--- config.mk ---
export PLATFORM = sky130hd
export DESIGN_NAME = mp_adder_sequencer
export DESIGN_NICKNAME = d
export VERILOG_FILES = /design/src/rtl/mp_adder_sequencer.sv
export SDC_FILE = /design/constraint.sdc
export NUM_CORES = 1
export LEC_CHECK = 0
export ABC_AREA = 1
export CORE_ASPECT_RATIO = 1.75
export CORE_UTILIZATION = 45
export DETAILED_ROUTE_END_ITERATION = 8
export GPL_TIMING_DRIVEN = 1
export PLACE_DENSITY = 0.79
export SLEW_MARGIN = 30
export SYNTH_ARGS = -nofsm -noshare
export SYNTH_HDL_FRONTEND = slang
export SYNTH_SLANG_ARGS = --single-unit
export TNS_END_PERCENT = 1
--- constraint.sdc ---
create_clock -name clk -period 6.54 [get_ports clk]
set_input_delay 1.308 -clock clk [delete_from_list [all_inputs] [get_ports clk]]
set_output_delay 1.308 -clock clk [all_outputs]
set_load 0.01 [all_outputs]
--- src/rtl/mp_adder_sequencer.sv ---
// mp_adder_sequencer: arbitrates two requesters onto one shared 16-bit adder and
// walks each 1..4 word add/subtract through it LSW first, chaining the carry.
module mp_adder_sequencer #(
    parameter int MAX_WORDS = 4
) (
    input  logic                     clk,
    input  logic                     rst,
    input  logic                     req0_valid,
    output logic                     req0_ready,
    input  logic                     req0_sub,
    input  logic [1:0]               req0_len,
    input  logic [16*MAX_WORDS-1:0]  req0_a,
    input  logic [16*MAX_WORDS-1:0]  req0_b,
    input  logic                     req1_valid,
    output logic                     req1_ready,
    input  logic                     req1_sub,
    input  logic [1:0]               req1_len,
    input  logic [16*MAX_WORDS-1:0]  req1_a,
    input  logic [16*MAX_WORDS-1:0]  req1_b,
    output logic                     resp_valid,
    input  logic                     resp_ready,
    output logic                     resp_id,
    output logic [16*MAX_WORDS-1:0]  resp_sum,
    output logic                     resp_cout,
    output logic                     resp_ovf,
    output logic                     resp_zero,
    output logic [15:0]              add_a,
    output logic [15:0]              add_b,
    output logic                     add_cin,
    input  logic [15:0]              add_sum,
    input  logic                     add_cout,
    input  logic                     add_ovf,
    output logic                     busy
);
    localparam int W = 16 * MAX_WORDS;
    typedef enum logic [1:0] {IDLE, RUN, DONE} state_t;
    state_t          r_state;
    logic            r_favor1, r_sub, r_id, r_carry, r_cout, r_ovf;
    logic [1:0]      r_len, r_k;
    logic [W-1:0]    r_a, r_b, r_sum;
    logic            w_idle, w_run, w_gnt0, w_gnt1;
    logic [5:0]      w_off;
    logic [15:0]     w_bw;
    // ready is gated by rst so no grant is visible while reset is asserted
    assign w_idle     = (r_state == IDLE) && !rst;
    assign w_run      = (r_state == RUN);
    assign w_gnt0     = w_idle && req0_valid && (!req1_valid || !r_favor1);
    assign w_gnt1     = w_idle && req1_valid && (!req0_valid || r_favor1);
    assign req0_ready = w_gnt0;
    assign req1_ready = w_gnt1;
    assign w_off      = {r_k, 4'b0000};
    assign w_bw       = r_b[w_off +: 16];
    assign add_a      = w_run ? r_a[w_off +: 16] : 16'h0000;
    assign add_b      = w_run ? (r_sub ? ~w_bw : w_bw) : 16'h0000;
    assign add_cin    = w_run && ((r_k == 2'd0) ? r_sub : r_carry);
    assign resp_valid = (r_state == DONE);
    assign resp_id    = r_id;
    assign resp_sum   = r_sum;
    assign resp_cout  = r_cout;
    assign resp_ovf   = r_ovf;
    assign resp_zero  = resp_valid && (r_sum == '0);
    assign busy       = (r_state != IDLE);
    always_ff @(posedge clk or posedge rst) begin
        if (rst) begin
            r_state  <= IDLE;
            r_favor1 <= 1'b0;
            r_sub    <= 1'b0;
            r_id     <= 1'b0;
            r_carry  <= 1'b0;
            r_cout   <= 1'b0;
            r_ovf    <= 1'b0;
            r_len    <= 2'd0;
            r_k      <= 2'd0;
            r_a      <= '0;
            r_b      <= '0;
            r_sum    <= '0;
        end else begin
            case (r_state)
                IDLE: if (w_gnt0 || w_gnt1) begin
                    r_id    <= w_gnt1;
                    r_sub   <= w_gnt1 ? req1_sub : req0_sub;
                    r_len   <= w_gnt1 ? req1_len : req0_len;
                    r_a     <= w_gnt1 ? req1_a : req0_a;
                    r_b     <= w_gnt1 ? req1_b : req0_b;
                    r_sum   <= '0;
                    r_k     <= 2'd0;
                    r_state <= RUN;
                end
                RUN: begin
                    r_sum[w_off +: 16] <= add_sum;
                    r_carry            <= add_cout;
                    if (r_k == r_len) begin
                        r_cout  <= add_cout;
                        r_ovf   <= add_ovf;
                        r_state <= DONE;
                    end else begin
                        r_k <= r_k + 2'd1;
                    end
                end
                DONE: if (resp_ready) begin
                    r_favor1 <= ~r_id;
                    r_state  <= IDLE;
                end
                default: r_state <= IDLE;
            endcase
        end
    end
endmodule
==> impl_results.md <==
- Status: finished clean
- Vias: 12300
- Clock tree buffer depth: 3
- Worst slew pin tran: 803 ps
- CTS Sinks: 204
- Share of post-route cells with drive strength above 1: 6.35%
- Grt total ovfl: 0
- IO Port Bufs: 389
- Max IR drop VDD: 0.000229 V
- ANT nets after route: 0
- First-pass GRT wire length: 61.7 mm
- Die Y: 215 µm
- Main synth FF type: dfrtp_1
- Asr flop ratio synth: 100%
- Core Util, Final: 64.3%
- Most frequent cells after synthesis: nand2_1 (509), nand3_1 (218), inv_1 (206)
- GRT Overall Usage: 30.1%
- Synth Instances: 1685
- Fin Setup TNS: 0 ps
- Die area: 26700 µm²
- Critical Path RT: 5230 ps
- Drt total wl: 40.4 mm
- Clock Skew: 9.22 ps
- Layout area overhead: 39.7%
- CP most frequent cell: clkdlybuf4s50_1
- Tcrit/Tclk final: 71.8%
- Clock transition at path regs: 70 ps
- Critical Path Source Type: input pin
- Final max-slew violation count: 0
- Max stage delay on crit path: 590 ps
- Number of synthesized flops with an enable pin: 0
- Yosys top cell by area: dfrtp_1
- Post-Syn Area: 11700 µm²
- Drt drc: 0
- RSZ-0062 raised after global routing: false
- Core footprint: 25400 µm²
- Synthesized flop and latch total: 204
- Final setup fails: 0
- HP Class: register to register
- Cts-stage hold buffer count: 0
- Nets: 2294
- Worst path top cell family by delay: buffers and inverters
- 1st-iter DRT viols: 998
- First-pass DRT Iterations: 7
- CTS Root Cell: clkbuf_16
- WP data arrival: 3390 ps
- Final Hold Viols: 0
- Post-CTS Setup Repair Bufs: 0
- Synth cell types: 28
- CP bufs+invs: 3
- Placer Congestion: 0.945
- Clock Latency Late Sink: 490 ps
- Ports: 390
- Synth Warn #: 0
- CP Class: input pin to primary output
- Initial antenna violation count: 10
- P per Cell Area: 367 nW/µm²
- Routed WL per cell: 17.3 µm
- Routed vias/inst: 5.23
- Initial Util: 46.0%
- CTS tree: yes
- DP Wirelength: 29.1 mm
- Cell chain of the critical path: clkdlybuf4s50_1 -> inv_8 -> nand3_2 -> nor2_2 -> clkdlybuf4s50_1
- Fin crit period: 4690 ps
- Crit path max fanout: 86
- Relative slew slack: 46.4%
- Top cell type's share of synthesized area: 43.6%
- Syn_area_per_cell: 6.95 µm²
- Die W: 124 µm
- Most numerous cell in the Yosys netlist: nand2_1
- Largest net degree at the start of global routing: 155
- F_max: 213 MHz
- Resized Gates After CTS: 0
- Rows: 77
- Synthesized net count: 1975
- Num CTS Buffers: 20
- Synth area leaders: dfrtp_1 (44%), nand2_1 (16%), nand3_1 (9.3%), inv_1 (6.6%), o21ai_0 (5.7%)
- Sequential fraction of the synthesis area: 43.6%
- CP max stage cell: clkdlybuf4s50_1
- CTS HTree Levels: 1
- Vias in the first global route: 11700
- Crit end category: primary output
- LEAKAGE: 8.00 nW
- Max Cap Violations: 0
stage by stage:
stage | area (µm²) | hold slack, ps | std cells | total power, mW | worst slack, ps
2_1_floorplan | 11700 | 444 | 1685 | 3.66 | 581
3_5_place_dp | 15600 | 460 | 2297 | 4.79 | 1620
5_1_grt | 16400 | 491 | 2342 | 6.41 | 1640
6_report | 16400 | 477 | 2342 | 6.00 | 1850
3_3_place_gp | 15600 | 457 | 2297 | 4.71 | 1760
4_1_cts | 16300 | 478 | 2332 | 6.00 | 1810
worst register-to-register path: stages, from the launching register on:
cell and delay (ps):
dfrtp_2 870, clkinv_1 360, buf_4 350, ha_1 410, inv_1 90, nand4_1 520, o21ai_0 360
power by group:
group          internal, mW  leakage (nW)  switching [mW]
Sequential             1.72          2.64           0.311
Combinational          1.11          5.03            1.65
Clock                 0.700         0.335           0.504
cells by family after synthesis:
logic type               after synthesis  share of synthesized area [%]
AO/OA/AOI/OAI                        188                           8.75
XOR/XNOR                               2                          0.150
adder cells (fa/ha/maj)                5                          0.534
buffers and inverters                318                           11.2
flip-flops                           204                           43.6
AND/OR/NAND/NOR                      968                           35.8
area by class of cell:
cell class | count | area (µm²)
antenna | 9 | 22.5
clock buffer | 26 | 574
inverter | 211 | 801
fill | 2256 | 9080
clock inverter | 9 | 101
timing repair buffer | 404 | 4050
multi-input combinational | 1163 | 5300
sequential | 204 | 5110
tap | 316 | 395
state kept, by name, summed over array words and instances (netlist names):
signal and cells:
r_sub 1, r_favor1 1, r_carry 1, r_k 2
resp_id 1, r_state 2, resp_cout 1, r_a 64
resp_sum 64, r_len 2, r_b 64, resp_ovf 1
layout by cell type, fill, tap and decap left out, drive strengths merged:
master	instances
clkdlybuf4s50	389
o211ai	32
xnor2	2
diode	9
inv	209
o21ai	136
nand2	510
nand3	219
dfrtp	204
nor2	138
bufinv	2
clkbuf	26
clkinv	8
a21oi	20
nand4	3
ha	5
nor3	1
buf	15
or2	97
clkinvlp	1
worst paths after layout:
kind                          endpoint  slack, ps    start  depth (start not counted)
max in group asynchronous      r_a[63]       3370      rst                          5
setup / recovery            req0_ready       1850      rst                          5
hold reg to reg                r_a[24]        480  r_a[24]                          2
setup reg to reg           resp_sum[1]       3480   r_k[1]                          6
min in group asynchronous  resp_sum[5]       1350      rst                          2
hold / removal                 r_a[24]        480  r_a[24]                          2
per-layer routing:
| layer | track usage (%) | up-vias | wire length, µm |
|---|---|---|---|
| li1 | - | 5877 | - |
| met1 | 35.1 | 5635 | 14600 |
| met2 | 51.4 | 597 | 20500 |
| met3 | 4.49 | 139 | 2820 |
| met4 | 17.8 | 2 | 2460 |
| met5 | 0 | - | 13 |
Note: power is estimated with default switching activity, not from simulation.
==> patch 1, RTL diff (config.mk and constraints unchanged) <==
Register the output `resp_ovf` once more; this adds one clock of latency there. The other outputs are not delayed to match.
--- a/src/rtl/mp_adder_sequencer.sv
+++ b/src/rtl/mp_adder_sequencer.sv
@@ -57,7 +57,9 @@
     assign resp_id    = r_id;
     assign resp_sum   = r_sum;
     assign resp_cout  = r_cout;
-    assign resp_ovf   = r_ovf;
+    always_ff @(posedge clk) begin
+        resp_ovf <= r_ovf;
+    end
     assign resp_zero  = resp_valid && (r_sum == '0);
     assign busy       = (r_state != IDLE);
     always_ff @(posedge clk or posedge rst) begin
Check against the original RTL: not equivalent (a bounded check fails within 4 cycles, from zero or initial values and one cycle with rst high).
==> patch 1 against the original RTL <==
Wire length up 0.12%; hold slack lost 0.11 ns; via count rose by 0.38%; design area grew 0.11%; non-clock buffer count fell by 1; utilization increased by 0.069 points; count of clock-buffer cells in the layout rose by 2; synthesized area up 0.17%; setup slack worse by 0.26 ns; critical endpoint is now add_cin; total power increased by 0.74%; sequential cell count grew 1; die area increased by 0.17%.
==> patch 1: results <==
[outcome]
status = finished clean

[grt]
grt_pass1_vias = 11799
grt_usage = 0.303
grt_max_degree = 156
antenna_found_initial = 2

[placement]
place_congestion = 0.961
place_hpwl_mm = 29.5

[detailed_routing]
dr.pass1.iters = 5
met2_wirelength_mm = 20.8
drt-initial-drc-count = 869
drc_errors = 0
wl_met3_mm = 2.49
vias_per_cell = 5.26

[setup_path]
r2r_end = resp_sum[62]
cp-start-kind = flop
arrival_ns = 3.65
cp_max_fo = 36
endpoint = add_cin
cpMaxStageDelayCell = dfrtp_2
crit_path_max_incr_delay_ns = 0.85
rrSetupSlack_ns = 3.52

[timing]
worst_pin_slew_ns = 0.870
fin_skew_ns = 0.00857

[worst_hold_path]
min_path_cells = 0

[layout]
drive_gt1_frac = 0.0624
fill_cells = 2274

[logic_synthesis]
yosys-top-cells-area = dfrtp_1, nand2_1, nand3_1
netlist.area_leader.share = 0.435
ys_async_sr_fraction = 0.995
syn_nets = 1976
ys_types = 29
ys_seq_area_frac = 0.437

[clocking]
ctsRootBufferMaster = clkbuf_16
ctsHtreeMaxLevel = 1

[power_and_ir_drop]
peakVddDrop_uv = 202
p_leak_nw = 8.01
-- patch 1: metal layers --
| metal | GRT usage | vias to the layer above |
|---|---|---|
| li1 | - | 5871 |
| met1 | 0.342 | 5742 |
| met2 | 0.536 | 557 |
| met3 | 0.0330 | 126 |
| met4 | 0.180 | 0 |
| met5 | 0 | - |
-- patch 1: final cells by class --
| type | count | area share |
|---|---|---|
| Multi-Input combinational cell | 1163 | 0.324 |
| Sequential cell | 205 | 0.313 |
| Timing Repair Buffer | 403 | 0.247 |
| Inverter | 211 | 0.0489 |
| Clock buffer | 28 | 0.0355 |
| Tap cell | 316 | 0.0241 |
| Clock inverter | 8 | 0.00642 |
| Antenna cell | 2 | 0.000306 |
-- patch 1: kinds of logic (layout without fill, tap and decap cells) --
kind of cell,Yosys count,count (layout),share of synthesized area
DFF,205,205,0.437
and+or+nand+nor,968,968,0.357
adders and majority gates,5,5,0.00533
buffers and inverters,318,650,0.112
xor gates and xnor gates,2,2,0.00149
other,0,2,0
AOI/OAI and AO/OA,188,188,0.0874
-- patch 1: how the worst min path moves through the flow --
stage	start	end	slack (ns)
floorplan	r_ovf	resp_ovf	0.35
global placement	r_ovf	resp_ovf	0.36
detailed placement	r_ovf	resp_ovf	0.37
CTS	r_ovf	resp_ovf	0.39
global route	r_ovf	resp_ovf	0.39
finish	r_ovf	resp_ovf	0.37
-- patch 1: report_power, final --
group | switching, mW | internal [mW] | leakage [nW]
sequential | 0.313 | 1.73 | 2.64
combinational | 1.68 | 1.11 | 5.03
clock | 0.506 | 0.708 | 0.332
-- patch 1: stage by stage --
| step | hold slack [ns] | total power [mW] | setup WS (ns) | instance area (sq um) | cells |
|---|---|---|---|---|---|
| 3_5_place_dp | 0.367 | 4.81 | 1.93 | 15700 | 2297 |
| 4_1_cts | 0.387 | 6.04 | 1.56 | 16400 | 2333 |
| 6_report | 0.372 | 6.04 | 1.58 | 16400 | 2336 |
| 2_1_floorplan | 0.347 | 3.67 | 0.581 | 11700 | 1686 |
| 3_3_place_gp | 0.360 | 4.73 | 1.94 | 15600 | 2296 |
| 5_1_grt | 0.389 | 6.46 | 1.37 | 16400 | 2336 |
==> patch 2, RTL diff (config.mk and constraints unchanged) <==
Without the edit above. `MAX_WORDS`: 4 -> 2.
--- a/src/rtl/mp_adder_sequencer.sv
+++ b/src/rtl/mp_adder_sequencer.sv
@@ -1,7 +1,7 @@
 // mp_adder_sequencer: arbitrates two requesters onto one shared 16-bit adder and
 // walks each 1..4 word add/subtract through it LSW first, chaining the carry.
 module mp_adder_sequencer #(
-    parameter int MAX_WORDS = 4
+    parameter int MAX_WORDS = 2
 ) (
     input  logic                     clk,
     input  logic                     rst,
Ports: changed (5 resized); port bits go from 390 to 230. No check against the original RTL was run, so the function may have changed too.
==> patch 2 against the original RTL <==
Synthesized area decreased by 46%; sequential power decreased by 43%; total power decreased by 44%; combinational power decreased by 39%; wire length decreased by 55%; non-clock buffer count decreased by 167; critical endpoint is now add_b[5]; register-to-register slack got worse by 0.60 ns; highest routed layer is now met4; critical path depth unchanged; sequential share of layout area decreased by 1.3 points; first-iteration DRC count decreased by 65%; setup slack got worse by 0.14 ns; sequential cell count decreased by 96; design area decreased by 45%.
==> patch 2: results <==
[grt]
grt_pass1_vias = 6109
grt_max_degree = 80
grt_first_pass_wirelength_mm = 29.8
grt_usage = 0.259

[clocking]
clockBufferDepth = 2
cts-buffers-inserted = 9
clk_latency_ns = 0.35
ctsHtreeMaxLevel = 3

[logic_synthesis]
ys_types = 22
netlist_instances = 979
yosys-top-cells-area = dfrtp_1, nand2_1, inv_1
synthTopCellsByCount = nand2_1, inv_1, dfrtp_1, nand3_1, nor2_1
synth_fa_ha_area_frac = 0.00394
syn_nets = 1138
yosys.area_share.xor_xnor = 0.00552
ys_seq_area_frac = 0.426
ys_warn_count = 0

[layout]
drive_gt1_frac = 0.0304
num_antenna_cells = 0
finish.net_count = 1337
fin_cells = 1360

[setup_path]
cp_max_fo = 45
cpMaxStageDelayCell = clkinv_1
crit_path_max_incr_delay_ns = 0.96
rr_worst_depth = 5
crit_start = r_k[0]
cp_top_family = buffers and inverters
arrival_ns = 3.53
rrSetupSlack_ns = 2.88

[timing]
period_share = 0.740
fin_skew_ns = 0.00732
slew_headroom = 0.395

[outcome]
status = finished clean

[detailed_routing]
vias_per_cell = 4.78
dr.pass1.iters = 5
wl_mm = 18.2
drt-initial-drc-count = 354

[placement]
place_hpwl_mm = 13.5
io_buffers = 229
dp_slack_ns = 2.03

[power_and_ir_drop]
peakVddDrop_uv = 202
p_leak_nw = 4.90

[worst_hold_path]
min_from = r_b[19]
-- patch 2: changes by cell type after synthesis, moves of 64 or more --
cell,unedited run,this run
nand2_1,509,429
or2_2,64,0
nor2_1,134,60
dfrtp_1,204,108
nand3_1,218,108
o21ai_0,134,19
-- patch 2: per-stage QoR --
stage / hold slack [ns] / power, mW / area [sq um] / util
after global placement: 0.463 / 2.77 / 8650 / 0.625
after CTS: 0.485 / 3.39 / 9000 / 0.651
after floorplan: 0.444 / 2.12 / 6350 / -
after detailed placement: 0.467 / 2.83 / 8700 / 0.629
after global routing: 0.502 / 3.65 / 9020 / 0.652
final: 0.484 / 3.37 / 9020 / 0.652
-- patch 2: logic make-up after synthesis --
family,count (synthesis)
simple gates,609
buf+inv,213
flops,108
compound gates,43
xor+xnor,4
fa+ha+maj,2
-- patch 2: power by group --
part | leakage [nW] | internal (mW) | total [mW] | switching [mW]
Sequential | 1.39 | 0.936 | 1.15 | 0.214
Combinational | 3.36 | 0.726 | 1.67 | 0.946
Clock | 0.149 | 0.307 | 0.549 | 0.242
-- patch 2: worst register-to-register path, stage by stage (launching register included) --
cell and delay, ns:
dfrtp_2 0.93, clkinv_1 0.96, ha_1 0.66, nor4_4 0.81, nand2_1 0.15, nand2_1 0.10
-- patch 2: cell type report --
cell class                      count  area, sq um
Sequential cell                   108         2700
Multi-Input combinational cell    658         2760
Inverter                          164          618
Clock inverter                      6         61.3
Clock buffer                       10          239
Tap cell                          177          221
Fill cell                        1244         4810
Timing Repair Buffer              237         2410
-- patch 2: per-layer routing --
metal	up-vias	wire (microns)	global-route usage
met1	2932	6900	0.291
met5	-	0	0
met2	230	9780	0.476
li1	3305	-	-
met4	0	635	0.111
met3	38	918	0.0435
-- patch 2: final timing paths --
check | end
max in group asynchronous | r_k[0]
worst max register to register | resp_sum[11]
worst max-delay path | add_b[5]
min in group asynchronous | r_a[7]
worst min-delay path | r_b[19]
worst min register to register | r_b[19]
